`src/rtl/hazard_pkg.sv`:
```
// Shared types and constants for the hazard/forwarding scoreboard.
package hazard_pkg;

  // Result latencies, counted in cycles after E
  localparam int unsigned LAT_ALU  = 1;
  localparam int unsigned LAT_LOAD = 2;
  localparam int unsigned LAT_MUL  = 3;

  // Forward-select encoding: 0 selects the register-file value
  localparam int unsigned FWD_RF = 0;

  // Storage widths for shadow fields. Ports are zero-extended into these,
  // so REG_AW must not exceed SHADOW_AW and LAT_W must not exceed SHADOW_LW.
  localparam int unsigned SHADOW_AW = 8;
  localparam int unsigned SHADOW_LW = 4;

  typedef struct packed {
    logic                 valid;
    logic [SHADOW_AW-1:0] rd;
    logic                 regwrite;
    logic [SHADOW_LW-1:0] lat;
    logic [SHADOW_AW-1:0] rs1;
    logic [SHADOW_AW-1:0] rs2;
    logic                 use1;
    logic                 use2;
  } shadow_t;

endpackage

```
`src/rtl/hazard_match.sv`:
```
// Compares one source register against the tracked shadow stages and
// reports a D-side hazard, the E-side forward tap, and whether the
// youngest matching producer is still not ready.
module hazard_match
  import hazard_pkg::*;
#(
  parameter int MAX_LAT = 3,
  parameter int FWD_W   = $clog2(MAX_LAT + 1)
) (
  input  logic [SHADOW_AW-1:0]               src,
  input  logic                               use_src,
  input  logic [MAX_LAT-1:0]                 live,
  input  logic [MAX_LAT-1:0][SHADOW_AW-1:0]  rd,
  input  logic [MAX_LAT-1:0][SHADOW_LW-1:0]  lat,
  output logic                               hazard,
  output logic [FWD_W-1:0]                   fwd_idx,
  output logic                               pending
);

  // Scan stages; descending loops let the youngest (smallest k) win.
  always_comb begin
    hazard  = 1'b0;
    fwd_idx = FWD_W'(FWD_RF);
    pending = 1'b0;
    if (use_src && (src != '0)) begin
      for (int unsigned k = 0; k < MAX_LAT; k++) begin
        if (live[k] && (rd[k] == src) && (SHADOW_LW'(k + 1) < lat[k]))
          hazard = 1'b1;
      end
      for (int unsigned k = MAX_LAT - 1; k >= 1; k--) begin
        if (live[k] && (rd[k] == src)) begin
          pending = (SHADOW_LW'(k) < lat[k]);
          if (SHADOW_LW'(k) >= lat[k])
            fwd_idx = FWD_W'(k);
        end
      end
    end
  end

endmodule

```
`src/rtl/hazard_scoreboard.sv`:
```
// Parametrised hazard/forwarding controller: shadow pipeline of in-flight
// destinations, load-use stall, branch flush and N-way forward selects.
module hazard_scoreboard
  import hazard_pkg::*;
#(
  parameter int REG_AW  = 5,
  parameter int MAX_LAT = 3,
  parameter int LAT_W   = $clog2(MAX_LAT + 1),
  parameter int FWD_W   = $clog2(MAX_LAT + 1),
  parameter int CNT_W   = 32
) (
  input  logic              clk,
  input  logic              reset,
  input  logic [REG_AW-1:0] Rs1D,
  input  logic [REG_AW-1:0] Rs2D,
  input  logic              UseRs1D,
  input  logic              UseRs2D,
  input  logic [REG_AW-1:0] RdD,
  input  logic              RegWriteD,
  input  logic [LAT_W-1:0]  LatD,
  input  logic              PCSrcE,
  output logic              StallF,
  output logic              StallD,
  output logic              FlushD,
  output logic              FlushE,
  output logic [FWD_W-1:0]  ForwardAE,
  output logic [FWD_W-1:0]  ForwardBE,
  output logic [CNT_W-1:0]  StallCount
);

  // Only S0..S_{MAX_LAT-1} are stored: the writeback stage S_MAX_LAT never
  // stalls or forwards because the register file is write-first.
  shadow_t [MAX_LAT-1:0] shadow_q, shadow_d;
  logic    [CNT_W-1:0]   count_q, count_d;

  logic [MAX_LAT-1:0]                live;
  logic [MAX_LAT-1:0][SHADOW_AW-1:0] rd_vec;
  logic [MAX_LAT-1:0][SHADOW_LW-1:0] lat_vec;
  logic [LAT_W-1:0]                  lat_eff;
  logic                              lat_legal;
  logic                              stall;
  logic                              haz_d1, haz_d2, haz_e1, haz_e2;
  logic                              pend_d1, pend_d2, pend_e1, pend_e2;
  logic [FWD_W-1:0]                  fwd_d1, fwd_d2, fwd_e1, fwd_e2;
  logic                              unused_fold;

  // Flatten the shadow entries into the per-stage vectors the matchers scan
  always_comb begin
    live    = '0;
    rd_vec  = '0;
    lat_vec = '0;
    for (int unsigned k = 0; k < MAX_LAT; k++) begin
      live[k]    = shadow_q[k].valid && shadow_q[k].regwrite && (shadow_q[k].rd != '0);
      rd_vec[k]  = shadow_q[k].rd;
      lat_vec[k] = shadow_q[k].lat;
    end
  end

  hazard_match #(.MAX_LAT(MAX_LAT), .FWD_W(FWD_W)) u_match_d1 (
    .src(SHADOW_AW'(Rs1D)), .use_src(UseRs1D), .live(live), .rd(rd_vec),
    .lat(lat_vec), .hazard(haz_d1), .fwd_idx(fwd_d1), .pending(pend_d1)
  );

  hazard_match #(.MAX_LAT(MAX_LAT), .FWD_W(FWD_W)) u_match_d2 (
    .src(SHADOW_AW'(Rs2D)), .use_src(UseRs2D), .live(live), .rd(rd_vec),
    .lat(lat_vec), .hazard(haz_d2), .fwd_idx(fwd_d2), .pending(pend_d2)
  );

  hazard_match #(.MAX_LAT(MAX_LAT), .FWD_W(FWD_W)) u_match_e1 (
    .src(shadow_q[0].rs1), .use_src(shadow_q[0].valid && shadow_q[0].use1),
    .live(live), .rd(rd_vec), .lat(lat_vec),
    .hazard(haz_e1), .fwd_idx(fwd_e1), .pending(pend_e1)
  );

  hazard_match #(.MAX_LAT(MAX_LAT), .FWD_W(FWD_W)) u_match_e2 (
    .src(shadow_q[0].rs2), .use_src(shadow_q[0].valid && shadow_q[0].use2),
    .live(live), .rd(rd_vec), .lat(lat_vec),
    .hazard(haz_e2), .fwd_idx(fwd_e2), .pending(pend_e2)
  );

  // Stall/flush/forward outputs; a taken branch overrides the stall
  always_comb begin
    stall     = haz_d1 || haz_d2;
    StallF    = stall && !PCSrcE;
    StallD    = stall && !PCSrcE;
    FlushD    = PCSrcE;
    FlushE    = stall || PCSrcE;
    ForwardAE = fwd_e1;
    ForwardBE = fwd_e2;
  end

  // Out-of-range latencies are clamped to the deepest stage
  always_comb begin
    lat_legal = (LatD != '0) && (LatD <= LAT_W'(MAX_LAT));
    lat_eff   = lat_legal ? LatD : LAT_W'(MAX_LAT);
  end

  // Next shadow state: shift every stage, load S0 from D or a bubble
  always_comb begin
    shadow_d = '0;
    for (int unsigned k = 1; k < MAX_LAT; k++)
      shadow_d[k] = shadow_q[k-1];
    if (!FlushE) begin
      shadow_d[0].valid    = 1'b1;
      shadow_d[0].rd       = SHADOW_AW'(RdD);
      shadow_d[0].regwrite = RegWriteD;
      shadow_d[0].lat      = SHADOW_LW'(lat_eff);
      shadow_d[0].rs1      = SHADOW_AW'(Rs1D);
      shadow_d[0].rs2      = SHADOW_AW'(Rs2D);
      shadow_d[0].use1     = UseRs1D;
      shadow_d[0].use2     = UseRs2D;
    end
  end

  // Saturating load-use stall counter
  always_comb begin
    count_d = count_q;
    if (StallD && (count_q != '1))
      count_d = count_q + 1'b1;
  end

  assign StallCount = count_q;

  // Shadow pipeline and counter registers
  always_ff @(posedge clk or negedge reset) begin
    if (!reset) begin
      shadow_q <= '0;
      count_q  <= '0;
    end else begin
      shadow_q <= shadow_d;
      count_q  <= count_d;
    end
  end

  // Results that only the D-side or only the E-side matchers need
  always_comb begin
    unused_fold = ^{fwd_d1, fwd_d2, pend_d1, pend_d2, haz_e1, haz_e2};
    for (int unsigned k = 1; k < MAX_LAT; k++)
      unused_fold = unused_fold ^ (^{shadow_q[k].rs1, shadow_q[k].rs2,
                                     shadow_q[k].use1, shadow_q[k].use2});
  end

  // Protocol checks: illegal latency and an unready producer reaching E
  always_ff @(posedge clk) begin
    if (reset) begin
      assert (lat_legal)
        else $error("hazard_scoreboard: illegal LatD %0d", LatD);
      assert (!(pend_e1 || pend_e2))
        else $error("hazard_scoreboard: E consumer reached unready producer");
    end
  end

endmodule

```
`config.mk`:
```
export PLATFORM = sky130hd
export DESIGN_NAME = hazard_scoreboard
export DESIGN_NICKNAME = d
export VERILOG_FILES = /design/src/rtl/hazard_pkg.sv /design/src/rtl/hazard_match.sv /design/src/rtl/hazard_scoreboard.sv
export SDC_FILE = /design/constraint.sdc
export NUM_CORES = 1
export LEC_CHECK = 0
export BUFFER_PORTS_ARGS = -buffer_cell sky130_fd_sc_hd__buf_2
export CAP_MARGIN = 20
export CORE_MARGIN = 2
export CORE_UTILIZATION = 45
export CTS_CLUSTER_DIAMETER = 40
export DETAILED_ROUTE_END_ITERATION = 12
export GPL_TIMING_DRIVEN = 0
export MAX_ROUTING_LAYER = met4
export PLACE_DENSITY = 0.73
export SKIP_LAST_GASP = 1
export SYNTH_ARGS = -nofsm -noshare
export SYNTH_HDL_FRONTEND = slang
export SYNTH_SLANG_ARGS = --single-unit
```
`constraint.sdc`:
```
create_clock -name clk -period 2.4 [get_ports clk]
set_clock_uncertainty 0.05 [all_clocks]
set_input_delay 0.12 -clock clk [delete_from_list [all_inputs] [get_ports clk]]
set_output_delay 0.12 -clock clk [all_outputs]
set_load 0.02 [all_outputs]
```
==> results of run 1 <==
-- state kept, by name (all words and copies together) (netlist names) --
name,count
StallCount,32
shadow_d,16
rd_vec,15
lat_vec,6
shadow_q,2
-- routing by layer --
layer	wire length (um)	GRT usage	up-vias
li1	-	-	1265
met1	3560	0.2633	1290
met2	3721	0.3142	66
met3	270	0.02988	18
met4	186	0.09596	0
met5	0	-	-
-- cell type report --
| cell class | instances | area, um2 | share of cell area |
|---|---|---|---|
| Clock buffer | 10 | 127.6 | 0.02979 |
| Sequential cell | 71 | 1777 | 0.4147 |
| Inverter | 5 | 18.77 | 0.004381 |
| Timing Repair Buffer | 85 | 529.3 | 0.1235 |
| Clock inverter | 5 | 50.05 | 0.01168 |
| Buffer | 11 | 91.34 | 0.02132 |
| Multi-Input combinational cell | 226 | 1567 | 0.3657 |
| Tap cell | 99 | 123.9 | 0.02891 |
-- report_power, final --
part           total (mW)  switching, mW  internal [mW]
combinational       0.222          0.118          0.104
sequential           1.27         0.0326           1.23
clock               0.885          0.418          0.467
total                2.37          0.569           1.80
-- final timing paths --
kind / startpoint / endpoint / slack (ns) / cells past startpoint
max: rd_vec[2] / StallF / -0.06 / 8
min: Rs1D[4] / shadow_d[46] / 0.02 / 2
max reg2reg: rd_vec[3] / StallCount[27] / 0.02 / 10
min reg2reg: lat_vec[0] / lat_vec[4] / 0.31 / 0
max in group asynchronous: reset / lat_vec[1] / 1.33 / 2
min in group asynchronous: reset / rd_vec[12] / 0.39 / 2
-- Yosys cell counts (2+ instances only) --
| cell | instances |
|---|---|
| nand4_1 | 9 |
| buf_2 | 5 |
| nor3_1 | 15 |
| nand2_1 | 15 |
| and2_1 | 18 |
| buf_6 | 4 |
| and3_1 | 9 |
| xnor2_1 | 22 |
| or4_1 | 6 |
| nor2b_1 | 2 |
| o21a_1 | 2 |
| a211oi_1 | 4 |
| buf_4 | 2 |
| a21oi_1 | 3 |
| xor2_1 | 49 |
| nor2_1 | 24 |
| and4_1 | 4 |
| o21ai_0 | 2 |
| nand3_1 | 18 |
| o211ai_1 | 3 |
| inv_1 | 5 |
| nor4_1 | 7 |
| dfrtp_1 | 71 |
-- cells by family (layout without fill, tap and decap cells) --
kind of cell | Yosys count | in the layout | share of synthesized area
AND/OR/NAND/NOR | 133 | 133 | 0.2128
adder cells (fa/ha/maj) | 1 | 1 | 0.003675
AO/OA/AOI/OAI | 20 | 20 | 0.04520
buffers and inverters | 16 | 116 | 0.03050
flip-flops | 71 | 71 | 0.5219
multiplexers | 1 | 1 | 0.003307
XOR/XNOR | 71 | 71 | 0.1827
-- what timing repair did --
item                                   in CTS  in global routing
setup endpoints to repair                   3                 28
hold buffers                               10                  0
resized for setup                          13                  4
endpoints found under the hold margin      79                  0
pin swaps                                   6                  3
setup buffers                              10                  3
-- worst max-delay path: stages (launching register included) --
cell and delay [ns]:
dfrtp_1 0.39, or4_4 0.54, o21a_1 0.21, nand4_2 0.09
a21oi_2 0.07, or2_4 0.29, nor2b_4 0.14, buf_6 0.11
buf_6 0.12
-- through the flow --
step | instance area [um2] | total power, mW | util | hold WS (ns)
6_report | 4284 | 2.372 | 0.5875 | 0.02499
5_1_grt | 4284 | 2.458 | 0.5875 | 0.02909
4_1_cts | 4237 | 2.381 | 0.5810 | 0.008893
3_5_place_dp | 3841 | 1.482 | 0.5268 | 0.2458
3_3_place_gp | 3839 | 1.473 | 0.5264 | 0.2737
2_1_floorplan | 3405 | 1.393 | - | -0.2256
==> impl_metrics.py, run 1 <==
metrics = {
    "timing": {
        "setup_viol": 2,
        "min_period_over_period": 1.027,
        "slew_viol_final": 0,
        "fmax_mhz": 405.8,
        "tns_ns": -0.1071,
        "timing_hold_violations_final": 0,
        "finalCriticalPeriod_ns": 2.464,
        "rsz0062_at_grt": "true",
        "slew_headroom": 0.4105,
        "timing.final.ws_setup_ns": -0.06449,
        "worstMarginPinSlew_ns": 0.8843,
    },
    "place": {
        "numPortBuffers": 62,
        "pre_cts_slack_ns": 0.07723,
        "placed_cells_incl_taps": 474,
        "place_congestion": 0.8436,
        "dp_hpwl_um": 5531,
    },
    "clock_tree": {
        "numCtsBuffers": 9,
        "clk_latency_ns": 0.34,
        "path_clk_slew_ns": 0.07,
        "cts_buffer_depth": 2,
        "h-tree-depth": 3,
        "cts.sinks": 71,
        "tritoncts": "done",
        "cts-root-buf": "clkbuf_8",
    },
    "layout": {
        "num_antenna_cells": 0,
        "fin_cells": 512,
        "layout_common_cells": "dfrtp_1 (71), buf_2 (62), xor2_1 (49)",
        "final_layout_size_suffix_gt1_frac": 0.2809,
        "num-fill-cells": 628,
        "final_common_cell": "dfrtp_1",
        "syn_to_final_growth_pct": 25.84,
        "nets": 433,
    },
    "synth": {
        "synth_ff_type": "dfrtp_1",
        "syn_area_um2": 3405,
        "synth-seq-area-share": 0.5219,
        "synth_top_cell_area_share": 0.5219,
        "syn_avg_cell_area_um2": 10.88,
        "ys_types": 37,
        "netlist_instances": 313,
        "yosys_warnings": 0,
        "synth-edff-count": 0,
        "synthTopCellsByArea": "dfrtp_1 (52%), xor2_1 (13%), xnor2_1 (5.7%)",
        "ys_seq_elements": 71,
        "synth_fp_nets": 337,
        "yosysTopAreaCell": "dfrtp_1",
        "async_flop_share": 1.000,
    },
    "setup_path": {
        "cp.required_ns": 2.23,
        "cp_data_arrival_time_ns": 2.29,
        "crit_type": "reg -> out",
        "end_kind": "output pin",
        "startpoint_type": "flip-flop",
        "crit_fanout": 3,
    },
    "status": {
        "violations": "negative setup slack",
        "outcome": "finished, violations left",
    },
    "worst_hold_path": {
        "min_path_type": "in -> reg",
    },
    "global_route": {
        "track_usage": 0.2024,
        "antenna_found_initial": 0,
        "grt.overflow.total": 0,
        "grt_max_degree": 72,
        "grt_pass1_vias": 2643,
        "grt_pass1_wl_um": 12840,
    },
    "route": {
        "dr.first_iter.drc_count": 157,
        "drtAntennaViolNets": 0,
        "drc": 0,
        "vias_per_cell": 5.154,
        "wirelength_um": 7737,
        "vias": 2639,
        "drt_first_pass_iters": 4,
        "routedWlPerCell_um": 15.11,
    },
    "die": {
        "initial_core_util": 0.4669,
        "placementRows": 31,
        "die_area_um2": 8277,
        "coreArea_um2": 7292,
        "ios": 63,
        "die_w_um": 90.98,
        "die_h_um": 90.98,
    },
    "pwr": {
        "power.leakage_nw": 2.180,
        "power_density_nw_per_um2": 553.8,
        "peakVddDrop_mv": 0.2584,
    },
    "run": {
        "drv_cap": 0,
    },
}
No activity file was read; power rests on OpenSTA's default activity.
==> run 2, diff against run 1 <==
- CORE_MARGIN: 2 -> 4
- CTS_CLUSTER_DIAMETER: 40 -> unset
- SKIP_LAST_GASP: 1 -> unset
==> impl_metrics.py, run 2 (same netlist as run 1, synthesis figures left out) <==
metrics = {
    "status": {
        "outcome": "finished, violations left",
        "violations": "negative setup slack",
    },
    "route": {
        "dr.first_iter.drc_count": 120,
        "vias_per_cell": 5.167,
        "drtAntennaViolNets": 0,
        "drc": 0,
        "wirelength_um": 7865,
        "drt_first_pass_iters": 4,
        "vias": 2630,
        "routedWlPerCell_um": 15.45,
    },
    "layout": {
        "num-fill-cells": 622,
        "final_common_cell": "dfrtp_1",
        "num_antenna_cells": 0,
        "register_area_um2": 1777,
        "nets": 429,
        "final_layout_size_suffix_gt1_frac": 0.2780,
        "layout_common_cells": "dfrtp_1 (71), buf_2 (61), xor2_1 (49)",
        "syn_to_final_growth_pct": 28.59,
        "fin_util": 0.6004,
        "multi_input_area_um2": 1570,
        "largest_reg_flops": 32,
    },
    "global_route": {
        "grt.overflow.total": 0,
        "grt_max_degree": 72,
        "antenna_found_initial": 0,
        "grt_pass1_wl_um": 13080,
        "grt_pass1_vias": 2618,
        "track_usage": 0.1958,
    },
    "clock_tree": {
        "numCtsBuffers": 9,
        "cts_buffer_depth": 2,
        "clk_latency_ns": 0.35,
        "cts.sinks": 71,
        "cts-root-buf": "clkbuf_8",
        "h-tree-depth": 3,
        "tritoncts": "done",
        "path_clk_slew_ns": 0.07,
    },
    "timing": {
        "timing.hold.ws_ns": 0.01266,
        "timing.final.ws_setup_ns": -0.06138,
        "setup_viol": 1,
        "tns_ns": -0.06138,
        "fmax_mhz": 406.3,
        "slew_headroom": 0.4199,
        "min_period_over_period": 1.026,
        "timing_hold_violations_final": 0,
        "slew_viol_final": 0,
        "worstMarginPinSlew_ns": 0.8702,
        "rsz0062_at_grt": "true",
        "finalCriticalPeriod_ns": 2.461,
    },
    "die": {
        "ios": 63,
        "die_w_um": 94.98,
        "coreArea_um2": 7292,
        "initial_core_util": 0.4669,
        "placementRows": 31,
        "die_area_um2": 9021,
        "die_h_um": 94.98,
    },
    "setup_path": {
        "cp.required_ns": 2.23,
        "crit_type": "reg -> out",
        "startpoint_type": "flip-flop",
        "critical_path.cell_chain": "or4_4 -> o21a_1 -> nand4_2 -> a21oi_2 -> or2_4 -> nor2b_4 -> buf_6 -> buf_6",
        "crit_top_cell": "buf_6",
        "cp_data_arrival_time_ns": 2.29,
        "slowest_delay_ns": 0.52,
        "cpMaxStageDelayCell": "or4_4",
        "end_kind": "output pin",
        "crit_fanout": 3,
    },
    "pwr": {
        "switching_power_uw": 588.2,
        "clkPwrFrac": 0.478,
        "combPwrFrac": 0.077,
        "power_density_nw_per_um2": 651.2,
        "power.leakage_nw": 2.211,
        "peakVddDrop_mv": 0.4450,
        "p_seq_frac": 0.445,
        "p_sw_frac": 0.2063,
        "p_int_mw": 2.263,
    },
    "place": {
        "numPortBuffers": 62,
        "dp_hpwl_um": 5648,
        "pre_cts_slack_ns": 0.06038,
        "place_congestion": 0.8225,
    },
    "worst_hold_path": {
        "min_path_type": "in -> reg",
    },
    "run": {
        "drv_cap": 0,
    },
}
run 2: cell count changes in the layout (fill, tap and decap cells not counted):
cell           before  now
a21oi_1             2    1
buf_2              62   61
buf_4              15   11
dlygate4sd3_1      10   11
clkbuf_1            1    0
a21oi_2             2    3
clkinv_2            4    1
clkbuf_8            9   10
bufinv_16           1    5
run 2: worst paths after layout:
check | startpoint | end | slack [ns] | depth (start not counted)
hold reg to reg | rd_vec[11] | rd_vec[19] | 0.32 | 0
hold / removal | Rs1D[3] | shadow_d[45] | 0.01 | 2
min in group asynchronous | reset | rd_vec[1] | 0.39 | 2
max in group asynchronous | reset | rd_vec[16] | 1.35 | 2
setup / recovery | rd_vec[1] | StallF | -0.06 | 8
setup reg to reg | rd_vec[1] | shadow_d[46] | 0.08 | 10
run 2: timing repair:
item / CTS / global route
endpoints found under the hold margin: 81 / 0
gates resized for setup: 13 / 6
pin swaps: 6 / 6
setup endpoints to repair: 3 / 29
hold buffers: 11 / 0
buffers inserted: 8 / 2
run 2: final cells by class:
class / instances / share of cell area
sequential: 71 / 0.4058
multi-input combinational: 226 / 0.3587
timing repair buffer: 83 / 0.1189
clock inverter: 6 / 0.03544
clock buffer: 10 / 0.03144
tap: 99 / 0.02829
buffer: 9 / 0.01715
inverter: 5 / 0.004287
run 2: per-stage QoR:
step           instances  total power, mW  area [um2]
3_5_place_dp         474            1.481        3841
6_report             509            2.851        4378
3_3_place_gp         474            1.473        3839
4_1_cts              509            2.872        4347
2_1_floorplan        313            1.393        3405
5_1_grt              509            2.947        4378
run 2: power by group through the flow:
stage          logic (mW)  registers, mW  clock network, mW
6_report            0.220           1.27               1.36
5_1_grt             0.244           1.27               1.43
3_3_place_gp        0.185           1.29                  0
4_1_cts             0.219           1.27               1.39
3_5_place_dp        0.191           1.29                  0
2_1_floorplan       0.112           1.28                  0
run 2: critical path, delay by kind of cell, from the launching register on:
| kind | cells | cell delay, ns |
|---|---|---|
| buffers and inverters | 2 | 0.23 |
| AO/OA/AOI/OAI | 2 | 0.28 |
| AND/OR/NAND/NOR | 4 | 1.04 |
| flip-flops | 1 | 0.40 |
run 2: metal layers:
layer  track usage  vias to the layer above  wire, um
met5             -                        -         0
met2        0.3059                       52      3999
li1              -                     1261         -
met3       0.03347                       20       238
met1        0.2510                     1297      3437
met4       0.08654                        0       190
